$ cat src/rtl/axis_mux_sched.sv
// Frame-aware round-robin scheduler for an AXI4-Stream mux: drives the mux
// enable/sel pins and only moves sel between frames while the mux is disabled.
module axis_mux_sched #(
    parameter int S_COUNT          = 2,
    parameter int SEL_WIDTH        = $clog2(S_COUNT),
    parameter int FRAMES_PER_GRANT = 1,
    parameter int IDLE_TIMEOUT     = 64,
    parameter int CNT_WIDTH        = 16
) (
    input  logic                 clk,
    input  logic                 rst,
    input  logic [S_COUNT-1:0]   req,
    input  logic                 mon_tvalid,
    input  logic                 mon_tready,
    input  logic                 mon_tlast,
    output logic                 mux_enable,
    output logic [SEL_WIDTH-1:0] mux_sel,
    output logic [S_COUNT-1:0]   grant,
    output logic                 busy,
    output logic [CNT_WIDTH-1:0] beat_count,
    output logic                 timeout_pulse
);

    localparam int IDLE_W = (IDLE_TIMEOUT > 1) ? $clog2(IDLE_TIMEOUT + 1) : 1;

    typedef enum logic [1:0] {
        ST_IDLE   = 2'd0,
        ST_SETTLE = 2'd1,
        ST_ACTIVE = 2'd2
    } state_t;

    state_t               state_q, state_d;
    logic [SEL_WIDTH-1:0] sel_q, sel_d;
    logic [SEL_WIDTH-1:0] rr_ptr_q, rr_ptr_d;
    logic                 enable_q, enable_d;
    logic [CNT_WIDTH-1:0] beat_cnt_q, beat_cnt_d;
    logic [7:0]           frame_cnt_q, frame_cnt_d;
    logic [IDLE_W-1:0]    idle_cnt_q, idle_cnt_d;
    logic                 post_eof_q, post_eof_d;
    logic                 timeout_q, timeout_d;

    logic                 beat;
    logic                 eof;
    logic                 win_found;
    logic [SEL_WIDTH-1:0] win_idx;
    logic [SEL_WIDTH-1:0] win_next;
    logic [S_COUNT-1:0]   sel_onehot;

    assign beat       = mon_tvalid & mon_tready;
    assign eof        = beat & mon_tlast;
    assign sel_onehot = S_COUNT'(1) << sel_q;

    // Rotating search from rr_ptr; wrap is done at S_COUNT so sel stays in range.
    always_comb begin
        int idx;
        idx       = 0;
        win_found = 1'b0;
        win_idx   = '0;
        for (int i = 0; i < S_COUNT; i++) begin
            idx = int'(rr_ptr_q) + i;
            if (idx >= S_COUNT) begin
                idx = idx - S_COUNT;
            end
            if (!win_found && req[idx]) begin
                win_found = 1'b1;
                win_idx   = SEL_WIDTH'(idx);
            end
        end
        win_next = (int'(win_idx) == S_COUNT - 1) ? '0 : win_idx + SEL_WIDTH'(1);
    end

    always_comb begin
        state_d     = state_q;
        sel_d       = sel_q;
        rr_ptr_d    = rr_ptr_q;
        beat_cnt_d  = beat_cnt_q;
        frame_cnt_d = frame_cnt_q;
        idle_cnt_d  = idle_cnt_q;
        post_eof_d  = 1'b0;
        timeout_d   = 1'b0;

        case (state_q)
            ST_IDLE: begin
                idle_cnt_d = '0;
                if (win_found) begin
                    sel_d    = win_idx;
                    rr_ptr_d = win_next;
                    state_d  = ST_SETTLE;
                end
            end
            ST_SETTLE: begin
                state_d = ST_ACTIVE;
            end
            ST_ACTIVE: begin
                if (eof) begin
                    beat_cnt_d = '0;
                    idle_cnt_d = '0;
                    if (int'(frame_cnt_q) + 1 >= FRAMES_PER_GRANT) begin
                        state_d     = ST_IDLE;
                        frame_cnt_d = '0;
                    end else begin
                        frame_cnt_d = frame_cnt_q + 8'd1;
                        post_eof_d  = 1'b1;
                    end
                end else if (post_eof_q && !req[sel_q] && ((req & ~sel_onehot) != '0)) begin
                    // Source went quiet right after its frame while others wait.
                    state_d     = ST_IDLE;
                    frame_cnt_d = '0;
                    idle_cnt_d  = '0;
                end else if (beat) begin
                    idle_cnt_d = '0;
                    if (beat_cnt_q != {CNT_WIDTH{1'b1}}) begin
                        beat_cnt_d = beat_cnt_q + CNT_WIDTH'(1);
                    end
                end else if (IDLE_TIMEOUT > 0 && beat_cnt_q == '0) begin
                    if (idle_cnt_q == IDLE_W'(IDLE_TIMEOUT - 1)) begin
                        state_d     = ST_IDLE;
                        timeout_d   = 1'b1;
                        frame_cnt_d = '0;
                        idle_cnt_d  = '0;
                    end else begin
                        idle_cnt_d = idle_cnt_q + IDLE_W'(1);
                    end
                end
            end
            default: begin
                state_d = ST_IDLE;
            end
        endcase

        if (state_d != ST_ACTIVE) begin
            beat_cnt_d = '0;
        end
        enable_d = (state_d == ST_ACTIVE);
    end

    always_ff @(posedge clk) begin
        if (rst) begin
            state_q     <= ST_IDLE;
            sel_q       <= '0;
            rr_ptr_q    <= '0;
            enable_q    <= 1'b0;
            beat_cnt_q  <= '0;
            frame_cnt_q <= '0;
            idle_cnt_q  <= '0;
            post_eof_q  <= 1'b0;
            timeout_q   <= 1'b0;
        end else begin
            state_q     <= state_d;
            sel_q       <= sel_d;
            rr_ptr_q    <= rr_ptr_d;
            enable_q    <= enable_d;
            beat_cnt_q  <= beat_cnt_d;
            frame_cnt_q <= frame_cnt_d;
            idle_cnt_q  <= idle_cnt_d;
            post_eof_q  <= post_eof_d;
            timeout_q   <= timeout_d;
        end
    end

    assign mux_enable    = enable_q;
    assign mux_sel       = sel_q;
    assign busy          = (state_q != ST_IDLE);
    assign grant         = busy ? sel_onehot : '0;
    assign beat_count    = beat_cnt_q;
    assign timeout_pulse = timeout_q;

endmodule
$ cat config.mk
export PLATFORM = sky130hd
export DESIGN_NAME = axis_mux_sched
export DESIGN_NICKNAME = d
export VERILOG_FILES = /design/src/rtl/axis_mux_sched.sv
export SDC_FILE = /design/constraint.sdc
export NUM_CORES = 1
export LEC_CHECK = 0
export ABC_AREA = 1
export BUFFER_PORTS_ARGS = -buffer_cell sky130_fd_sc_hd__buf_2
export CORE_UTILIZATION = 35
export DETAILED_ROUTE_END_ITERATION = 12
export PLACE_DENSITY_LB_ADDON = 0.05
export SLEW_MARGIN = 10
export SYNTH_ARGS = -nofsm -noshare
export SYNTH_HDL_FRONTEND = slang
export SYNTH_SLANG_ARGS = --single-unit
$ cat constraint.sdc
create_clock -name clk -period 2.5 [get_ports clk]
set_input_delay 0.375 -clock clk [delete_from_list [all_inputs] [get_ports clk]]
set_output_delay 0.375 -clock clk [all_outputs]
set_load 0.01 [all_outputs]
# == Yosys cells after proc, flatten, opt, wreduce, memory -nomap -nowiden ==
# Cells that the tools add are included.
# op_classes
mux,42
n_bitwise,7
n_addsub,8
n_lt_le_gt_ge,6
eq_ne,9
reduce_logical,21
n_shift,1
# ops
cell,count
$lt A32 B3 Y1 const B,2
$mux W16,4
$mux W32,2
$mux W8,6
$mux W7,5
$add A16 B1 Y16 const B,1
$logic_not A16 Y1,1
$mux W2,8
$ne A16 B16 Y1 const B,1
$mux W1,15
$pmux W7 S2,1
$reduce_bool A2 Y1,5
$add A8 B1 Y9 const B,1
$ge A9 B1 Y1 const B,1
$add A8 B1 Y8 const B,1
$reduce_and A4 Y1,2
$add A7 B1 Y7 const B,1
$eq A7 B6 Y1 const B,1
$pmux W2 S3,1
$reduce_bool A3 Y1,2
$reduce_or A6 Y1,1
$ne A5 B5 Y1 const B,1
$eq A2 B2 Y1 const B,2
$ne A2 B2 Y1 const B,2
other kinds (20),27
# word_totals
ff_bits,38
inputBits,7
elab_cells,103

# == Logic depth before layout (Yosys ltp) ==
# Gate-level depths: netlist (run 1).
# logic_depth
depth_word,13
depth_mapped,14
ltp_nobuf,13

# == Worst setup path before layout (run 1) ==
# No wires, ideal clock.
# synth_path
path_type,flip-flop to flip-flop
startpoint,register beat_cnt_q[0] (netlist: beat_count[0])
endpoint,register beat_cnt_q[10] (netlist: beat_count[10])
setup_slack_ns,0.952
path_buffers,1
stages_incl_launch_ff,12
synth_period_minus_slack_ns,1.548
required_time_ns,2.391
t_arrival_ns,1.439
path_cell_list,dfxtp_1 -> ha_1 -> nand4_1 -> nor2_1 -> nand2_1 -> nand2_2 -> nand2_4 -> buf_6 -> nand2_1 -> nand2_1 -> nand2_1 -> inv_1
# synth_between
elab_chain_len,8
# synth_lines
item,line,rtl
start: declaration,36,"logic [CNT_WIDTH-1:0] beat_cnt_q, beat_cnt_d;"
start signal: assignment,153,beat_cnt_q <= beat_cnt_d;
$logic_not A16 Y1,115,end else if (IDLE_TIMEOUT > 0 && beat_cnt_q == '0) begin
$mux W2,115,
$mux W2,110,end else if (beat) begin
$mux W2,105,end else if (post_eof_q && !req[sel_q] && ((req & ~sel_onehot) != '0)) begin
$mux W2,95,if (eof) begin
$pmux W2 S3,82,case (state_q)
$ne A2 B2 Y1,131,if (state_d != ST_ACTIVE) begin
$reduce_or A2 Y1 (no line),--,
# Parallel ways exist; a longest one is shown, timed or not. The select of a mux whose other input is x is not followed.
# A chain may end at the register's enable or synchronous reset.

# == Worst setup path in the final report (run 1) ==
# layout_path
startpoint,register beat_cnt_q[0] (netlist: beat_count[0])
endpoint,register beat_cnt_q[15] (netlist: beat_count[15])
# Same word-level chain as after synthesis.

==> impl_metrics.py, run 1 <==
metrics = {
    "outcome": {
        "status": "complete, no violations",
    },
    "sta": {
        "slew_violations": 0,
        "period_share_pct": 70.5,
        "skew_ns": 0.00642,
        "rsz0062_at_grt": "no",
        "maxSlewHeadroom_pct": 74.7,
        "tns_ns": 0,
        "period_needed_ns": 1.76,
        "finalSetupViolCount": 0,
        "postLayoutSetupSlackWorst_ns": 0.738,
        "worstMarginPinSlew_ns": 0.379,
        "max_freq_ghz": 0.567,
        "hold_viol": 0,
    },
    "grt": {
        "busiest_layer": "met1",
        "grt_overflow": 0,
        "met2_usage_pct": 25.7,
        "grt_pass1_wl_um": 10100,
        "track_usage_pct": 17.5,
        "use_met3_pct": 3.50,
        "grt_max_degree": 19,
        "met1_usage_pct": 25.9,
        "grt_pass1_vias": 2087,
        "antenna_found_initial": 0,
    },
    "clock_network": {
        "numCtsBuffers": 5,
        "cts_tree": "built",
        "clock_latency_ns": 0.29,
        "cts.repair.resized": 0,
        "clock_tree.buffer_depth": 2,
        "cts.sinks": 38,
        "post-cts-setup-buffers": 0,
        "htreeDepth": 2,
        "hold_buffers": 0,
        "clk_pin_slew_ns": 0.08,
        "cts-root-buf": "clkbuf_8",
    },
    "setup_path": {
        "cp_max_fo": 13,
        "worstSetupStartpointType": "flip-flop",
        "critPathMostFrequentCell": "nor2_1",
        "reg2reg_from": "beat_count[0]",
        "crit_chain": "ha_1 > nand3_1 > nor2_2 > nand3_1 > nand3_2 > nor2_1 > nor2_1 > nor2_1",
        "endpoint_kind": "flip-flop",
        "critical-path-max-stage-delay_ns": 0.45,
        "crit_arrival_ns": 1.95,
        "cp-startpoint": "beat_count[0]",
        "required_ns": 2.69,
        "criticalPathCategory": "reg2reg",
        "crit_slowest_cell": "dfxtp_1",
    },
    "logic_synthesis": {
        "synth_area_um2": 2440,
        "syn_area_per_cell_um2": 6.02,
        "ys_warn_count": 0,
        "yosys.area.top_type": "dfxtp_1",
        "async_reset_ff_share_pct": 0,
        "synth-edff-count": 0,
        "synth.most_common_cell": "nand2_1",
        "ys_top_cells_by_area": "dfxtp_1, nand2_1, nor2_1",
        "seq_area_frac_synth_pct": 31.2,
        "yosys-top-cells-count": "nand2_1, nor2_1, inv_1, dfxtp_1, nand3_1",
        "synthCells": 405,
        "synth_top_area_share_pct": 31.2,
        "synth-seq-cells": 38,
        "synth.distinct_cells": 24,
        "synth-main-ff-cell": "dfxtp_1",
        "syn-num-nets": 417,
    },
    "pwr": {
        "pwr-share-seq_pct": 44.0,
        "clockPowerShare_pct": 46.6,
        "pwr-share-comb_pct": 9.3,
        "ir_drop_mv": 0.234,
        "power_mw": 1.43,
        "internal_power_mw": 1.08,
        "switchingPower_uw": 343,
        "swShare_pct": 24.0,
        "power_density_nw_per_um2": 517,
        "p_leak_nw": 1.36,
    },
    "placed_design": {
        "portBuffers": 28,
        "place_ws_ns": 0.688,
        "place_congestion": 0.838,
        "dp_hpwl_um": 4490,
        "post_dp_cell_area_um2": 2610,
    },
    "routing": {
        "first_iter_violations": 123,
        "via_count": 2337,
        "drt-wirelength-per-cell_um": 11.8,
        "drc_errors": 0,
        "drtAntennaViolNets": 0,
        "drtPass1Iterations": 4,
        "vias_per_cell": 4.56,
        "routed_wl_um": 6020,
    },
    "floorplanning": {
        "die_x_um": 85.5,
        "num_io_pins": 29,
        "die_h_um": 85.5,
        "num_rows": 30,
        "core_um2": 6760,
        "dieArea_um2": 7300,
        "initial_core_util_pct": 36.1,
    },
    "hold_path": {
        "hp-class": "in2reg",
        "hp-start": "req[0]",
    },
    "cells_and_area": {
        "post-route-util_pct": 40.8,
        "fin_nets": 443,
        "antenna_cells": 0,
        "area.growth.synth_to_final_pct": 13.1,
        "final_layout_size_suffix_gt1_share_pct": 15.7,
        "final_area_um2": 2760,
    },
    "job": {
        "maxCapViolations": 0,
    },
}
[per-layer routing]
metal  vias to the layer above  share of wire (%)
li1                       1281                  -
met1                      1017                 55
met2                        34                 41
met3                         5                3.4
met4                         0               0.80
met5                         -                  0
[flip-flops by register name (all words and copies together), names as in the netlist]
| register | cells |
|---|---|
| state_q | 2 |
| timeout_pulse | 1 |
| post_eof_q | 1 |
| idle_cnt_q | 7 |
| mux_sel | 1 |
| mux_enable | 1 |
| rr_ptr_q | 1 |
| beat_count | 16 |
| frame_cnt_q | 8 |
[kinds of logic (layout without fill, tap and decap cells)]
group,count (synthesis),count (layout),share of synthesized area (%)
flops,38,38,31.2
fa+ha+maj,5,5,2.57
buf+inv,68,95,11.9
xor+xnor,8,8,2.87
simple gates,271,271,48.2
compound gates,15,15,3.23
[layout by cell type, fill, tap and decap left out, drive strengths merged]
cell type / count
nor3: 5
nand3: 29
bufinv: 2
clkbuf: 6
nor2: 84
a21oi: 8
or2: 1
xor2: 8
o21ai: 7
inv: 57
buf: 29
nand4: 9
ha: 5
clkinv: 1
dfxtp: 38
nand2: 143
[stage by stage]
| stage | hold WS, ns | instances |
|---|---|---|
| finish | 0.431 | 512 |
| detailed placement | 0.432 | 504 |
| floorplan | 0.419 | 405 |
| global placement | 0.428 | 504 |
| CTS | 0.410 | 512 |
| global route | 0.428 | 512 |
[final cells by class]
type / count / area (µm²)
well taps: 80 / 100
clock inverters: 2 / 60.1
clock buffers: 6 / 82.6
fillers: 747 / 4000
flip-flops and latches: 38 / 761
multi-input cells: 299 / 1390
inverters: 58 / 219
repair buffers: 29 / 148
[final timing paths]
path | end | slack (ns) | cells past startpoint
min reg2reg | frame_cnt_q[6] | 0.44 | 2
max | beat_count[15] | 0.74 | 8
min | rr_ptr_q | 0.43 | 3
max reg2reg | beat_count[15] | 0.74 | 8
[worst max-delay path: cells and delay by family, from the launching register on]
kind,cells,cell delay [ns]
adder cells (fa/ha/maj),1,0.30
flip-flops,1,0.45
AND/OR/NAND/NOR,7,0.90
[power groups by stage]
stage               logic, mW  clock network [mW]  registers (mW)
floorplan              0.0965                   0           0.643
global route            0.152               0.704           0.630
CTS                     0.136               0.689           0.628
global placement        0.136                   0           0.642
finish                  0.133               0.665           0.628
detailed placement      0.136                   0           0.642
(Power assumes the default switching activity.)
==> run 2: changes to the inputs <==
clock period = 1.6 ns   (was 2.5 ns; I/O delays follow)
==> impl_metrics.py, run 2 (synthesis results as in run 1) <==
metrics = {
    "floorplanning": {
        "dieArea_um2": 7300,
        "num_io_pins": 29,
        "die_h_um": 85.5,
        "die_x_um": 85.5,
        "num_rows": 30,
        "core_um2": 6760,
        "initial_core_util_pct": 36.1,
    },
    "sta": {
        "finalSetupViolCount": 7,
        "period_needed_ns": 1.64,
        "slew_violations": 0,
        "fin_hold_ws_ns": 0.206,
        "skew_ns": 0.00284,
        "period_share_pct": 102,
        "hold_viol": 0,
        "postLayoutSetupSlackWorst_ns": -0.0371,
        "maxSlewHeadroom_pct": 63.0,
        "worstMarginPinSlew_ns": 0.554,
        "max_freq_ghz": 0.611,
        "rsz0062_at_grt": "yes",
    },
    "routing": {
        "drt-wirelength-per-cell_um": 12.2,
        "drtAntennaViolNets": 0,
        "via_count": 2564,
        "drc_errors": 0,
        "first_iter_violations": 107,
        "vias_per_cell": 4.69,
        "drtPass1Iterations": 4,
        "routed_wl_um": 6690,
    },
    "placed_design": {
        "post_dp_cell_area_um2": 2850,
        "portBuffers": 28,
        "dp_hpwl_um": 4690,
        "place_congestion": 0.814,
    },
    "clock_network": {
        "cts.sinks": 38,
        "cts-root-buf": "clkbuf_8",
        "clock_latency_ns": 0.29,
        "htreeDepth": 2,
        "hold_buffers": 0,
        "cts_tree": "built",
        "numCtsBuffers": 5,
        "clk_pin_slew_ns": 0.08,
        "clock_tree.buffer_depth": 2,
    },
    "pwr": {
        "internal_power_mw": 1.41,
        "pwr-share-seq_pct": 49.5,
        "power_density_nw_per_um2": 602,
        "clockPowerShare_pct": 35.9,
        "swShare_pct": 28.7,
        "power_mw": 1.97,
        "ir_drop_mv": 0.449,
        "pwr-share-comb_pct": 14.6,
        "switchingPower_uw": 566,
        "p_leak_nw": 1.62,
    },
    "cells_and_area": {
        "multi_input_area_um2": 1680,
        "largest_reg_flops": 16,
        "final_common_cell": "nand2_1",
        "final_layout_size_suffix_gt1_share_pct": 36.6,
        "antenna_cells": 0,
        "nFillCells": 694,
        "final_area_um2": 3270,
        "fin_nets": 478,
        "register_area_um2": 783,
        "area.growth.synth_to_final_pct": 34.3,
        "final_cell_mix": "nand2_1, nor2_1, inv_1",
    },
    "grt": {
        "track_usage_pct": 18.3,
        "grt_pass1_vias": 2261,
        "antenna_found_initial": 0,
        "grt_overflow": 0,
        "grt_pass1_wl_um": 10600,
        "grt_max_degree": 19,
    },
    "outcome": {
        "violations": "negative setup slack",
        "status": "complete, but fails checks",
    },
    "setup_path": {
        "cp_max_fo": 7,
        "endpoint_kind": "flip-flop",
        "required_ns": 1.80,
        "worstSetupStartpointType": "flip-flop",
        "criticalPathCategory": "reg2reg",
        "crit_arrival_ns": 1.84,
    },
    "job": {
        "maxCapViolations": 0,
    },
    "hold_path": {
        "hp-class": "in2reg",
    },
}
-- run 2: layer usage --
metal | vias up | track usage (%) | routed length [µm]
li1 | 1367 | - | -
met1 | 1142 | 26.9 | 3530
met2 | 43 | 27.2 | 2860
met3 | 12 | 3.21 | 218
met4 | 0 | 5.45 | 88
met5 | - | 0 | 0
-- run 2: worst paths after layout --
path / from / end / slack [ns] / cells after the start
worst max-delay path: beat_count[0] / beat_count[14] / -0.04 / 11
worst min-delay path: rst / idle_cnt_q[1] / 0.21 / 2
worst max register to register: beat_count[0] / beat_count[14] / -0.04 / 11
worst min register to register: frame_cnt_q[6] / frame_cnt_q[6] / 0.44 / 2
-- run 2: worst max-delay path, cell delays in order (launching register included) --
cell     delay (ns)
dfxtp_4        0.37
inv_2          0.06
ha_1           0.15
nand3_1        0.11
nor2_2         0.19
nand3_2        0.11
nand2_2        0.08
nand2_2        0.07
nand2_4        0.14
nand2_8        0.12
nand2_2        0.12
inv_2          0.03
-- run 2: power groups by stage --
| stage | combinational (mW) | sequential, mW | clock, mW |
|---|---|---|---|
| floorplan | 0.151 | 1.00 | 0 |
| global placement | 0.241 | 1.00 | 0 |
| detailed placement | 0.241 | 0.999 | 0 |
| CTS | 0.248 | 0.977 | 0.741 |
| global route | 0.320 | 0.981 | 0.772 |
| finish | 0.288 | 0.977 | 0.707 |
-- run 2: layout make-up --
cell class / count / area share, %
multi-input cells: 303 / 51.3
flip-flops and latches: 38 / 23.9
repair buffers: 60 / 12.1
inverters: 58 / 6.69
well taps: 80 / 3.06
clock buffers: 6 / 2.52
clock inverters: 2 / 0.382
-- run 2: per-stage QoR --
stage / instances / util, % / setup TNS [ns] / setup slack (ns)
6_report: 547 / 48.4 / -0.161 / -0.0371
5_1_grt: 547 / 48.4 / -1.30 / -0.131
4_1_cts: 542 / 43.9 / 0 / 0.00150
3_5_place_dp: 534 / 42.2 / -0.503 / -0.0826
3_3_place_gp: 534 / 42.2 / -0.286 / -0.0663
2_1_floorplan: 405 / - / 0 / 0.0523
-- run 2: repair_timing --
item                       in CTS  in global routing
resized for setup               4                 83
gates cloned                    0                  4
pin swaps                       1                 28
setup endpoints to repair      21                 27
buffers inserted                0                  1
==> run 3: changes to the inputs <==
RECOVER_POWER = 100   (was unset)
clock period = 1.8 ns   (was 1.6 ns; I/O delays follow)
==> impl_metrics.py, run 3 (synthesis results as in run 1) <==
metrics = {
    "floorplanning": {
        "die_h_um": 85.5,
        "dieArea_um2": 7300,
        "num_rows": 30,
        "initial_core_util_pct": 36.1,
        "core_um2": 6760,
        "num_io_pins": 29,
        "die_x_um": 85.5,
    },
    "placed_design": {
        "post_dp_cell_area_um2": 2720,
        "dp_hpwl_um": 4650,
        "place_ws_ns": 0.0622,
        "portBuffers": 28,
        "place_congestion": 0.861,
        "placed_cells": 516,
    },
    "grt": {
        "grt_pass1_wl_um": 10500,
        "grt_pass1_vias": 2185,
        "antenna_found_initial": 0,
        "grt_overflow": 0,
        "grt_max_degree": 19,
        "track_usage_pct": 18.2,
    },
    "sta": {
        "hold_viol": 0,
        "tns_ns": 0,
        "rsz0062_at_grt": "no",
        "period_share_pct": 92.2,
        "postLayoutSetupSlackWorst_ns": 0.140,
        "period_needed_ns": 1.66,
        "finalSetupViolCount": 0,
        "maxSlewHeadroom_pct": 77.7,
        "skew_ns": 0.00692,
        "worstMarginPinSlew_ns": 0.334,
        "max_freq_ghz": 0.602,
        "slew_violations": 0,
    },
    "setup_path": {
        "cp-startpoint": "beat_count[1]",
        "criticalPathCategory": "reg2reg",
        "rrSetupSlack_ns": 0.14,
        "endpoint_kind": "flip-flop",
        "required_ns": 1.98,
        "worstSetupStartpointType": "flip-flop",
        "reg2reg_from": "beat_count[1]",
        "crit_arrival_ns": 1.84,
        "rr_worst_depth": 10,
        "reg2reg_to": "beat_count[15]",
        "cp_max_fo": 5,
    },
    "clock_network": {
        "post-cts-setup-buffers": 0,
        "clk_pin_slew_ns": 0.08,
        "cts-root-buf": "clkbuf_8",
        "clock_latency_ns": 0.29,
        "cts.repair.resized": 0,
        "hold_buffers": 0,
        "clock_tree.buffer_depth": 2,
        "cts_tree": "built",
        "numCtsBuffers": 5,
        "cts.sinks": 38,
        "htreeDepth": 2,
    },
    "pwr": {
        "internal_power_mw": 1.22,
        "ir_drop_mv": 0.336,
        "pwr-share-seq_pct": 51.1,
        "swShare_pct": 28.2,
        "pwr-share-comb_pct": 11.4,
        "p_leak_nw": 1.33,
        "power_density_nw_per_um2": 610,
        "switchingPower_uw": 481,
        "clockPowerShare_pct": 37.4,
    },
    "cells_and_area": {
        "final_area_um2": 2800,
        "fin_nets": 455,
        "final_layout_size_suffix_gt1_share_pct": 14.6,
        "final_cell_mix": "nand2_1, nor2_1, inv_1",
        "final_common_cell": "nand2_1",
        "nFillCells": 782,
        "largest_reg_flops": 16,
        "fin_cells": 524,
        "area.growth.synth_to_final_pct": 14.8,
        "antenna_cells": 0,
    },
    "routing": {
        "via_count": 2422,
        "vias_per_cell": 4.62,
        "drtAntennaViolNets": 0,
        "drtPass1Iterations": 4,
        "drc_errors": 0,
        "first_iter_violations": 122,
        "routed_wl_um": 6240,
        "drt-wirelength-per-cell_um": 11.9,
    },
    "hold_path": {
        "hp-class": "in2reg",
        "min_to": "rr_ptr_q",
        "min_delay_path_depth": 3,
        "hp-start": "req[0]",
    },
    "job": {
        "maxCapViolations": 0,
    },
    "outcome": {
        "status": "complete, no violations",
    },
}
==> run 3: changes by cell type in the layout (fill, tap and decap cells not counted), moves of 12 or more <==
cell / delta
buf_2: -17
dfxtp_1: +14
nand2_1: +27
buf_4: -21
nand2_2: -20
dfxtp_2: -12
clkbuf_1: +19
==> run 3: metal layers <==
| layer | GRT usage [%] | vias up | share of wire, % |
|---|---|---|---|
| met4 | 5.45 | 0 | 1.6 |
| met3 | 3.31 | 8 | 3.3 |
| met1 | 26.3 | 1066 | 54 |
| met2 | 27.5 | 46 | 41 |
| li1 | - | 1302 | - |
| met5 | 0 | - | 0 |
==> run 3: how the worst max path moves through the flow <==
stage	depth (start not counted)	slack (ns)	to
after floorplan	11	0.25	beat_count[10]
after global placement	10	0.05	beat_count[1]
after detailed placement	12	0.06	beat_count[2]
after CTS	12	0.06	beat_count[7]
after global routing	10	0.004	beat_count[11]
final	10	0.14	beat_count[15]
==> run 3: worst max-delay path: stages, from the launching register on <==
cell and delay [ns]:
dfxtp_1 0.32, buf_4 0.15, inv_1 0.05, ha_1 0.16, nand3_1 0.09, nor2_2 0.18, nand3_2 0.10, nand2_1 0.09
nand2_1 0.08, a21oi_1 0.26, nor2_1 0.07
==> run 3: layout make-up <==
class                      instances  area [µm²]  area share [%]
multi-input combinational        299        1410            50.2
clock inverter                     2        12.5           0.447
sequential                        38         761            27.2
clock buffer                       6        82.6            2.95
inverter                          58         219            7.82
tap                               80         100            3.58
timing repair buffer              41         219            7.82
==> run 3: stage by stage <==
step / hold slack [ns] / power [mW] / util (%)
finish: 0.336 / 1.71 / 41.4
global route: 0.347 / 1.80 / 41.4
CTS: 0.325 / 1.73 / 41.6
detailed placement: 0.430 / 1.09 / 40.2
global placement: 0.428 / 1.09 / 40.2
floorplan: 0.419 / 1.03 / -
==> run 3: power groups by stage <==
stage	registers [mW]	clock network (mW)	logic, mW
after global routing	0.875	0.702	0.219
final	0.873	0.639	0.195
after floorplan	0.893	0	0.134
after detailed placement	0.891	0	0.197
after CTS	0.872	0.663	0.198
after global placement	0.892	0	0.198
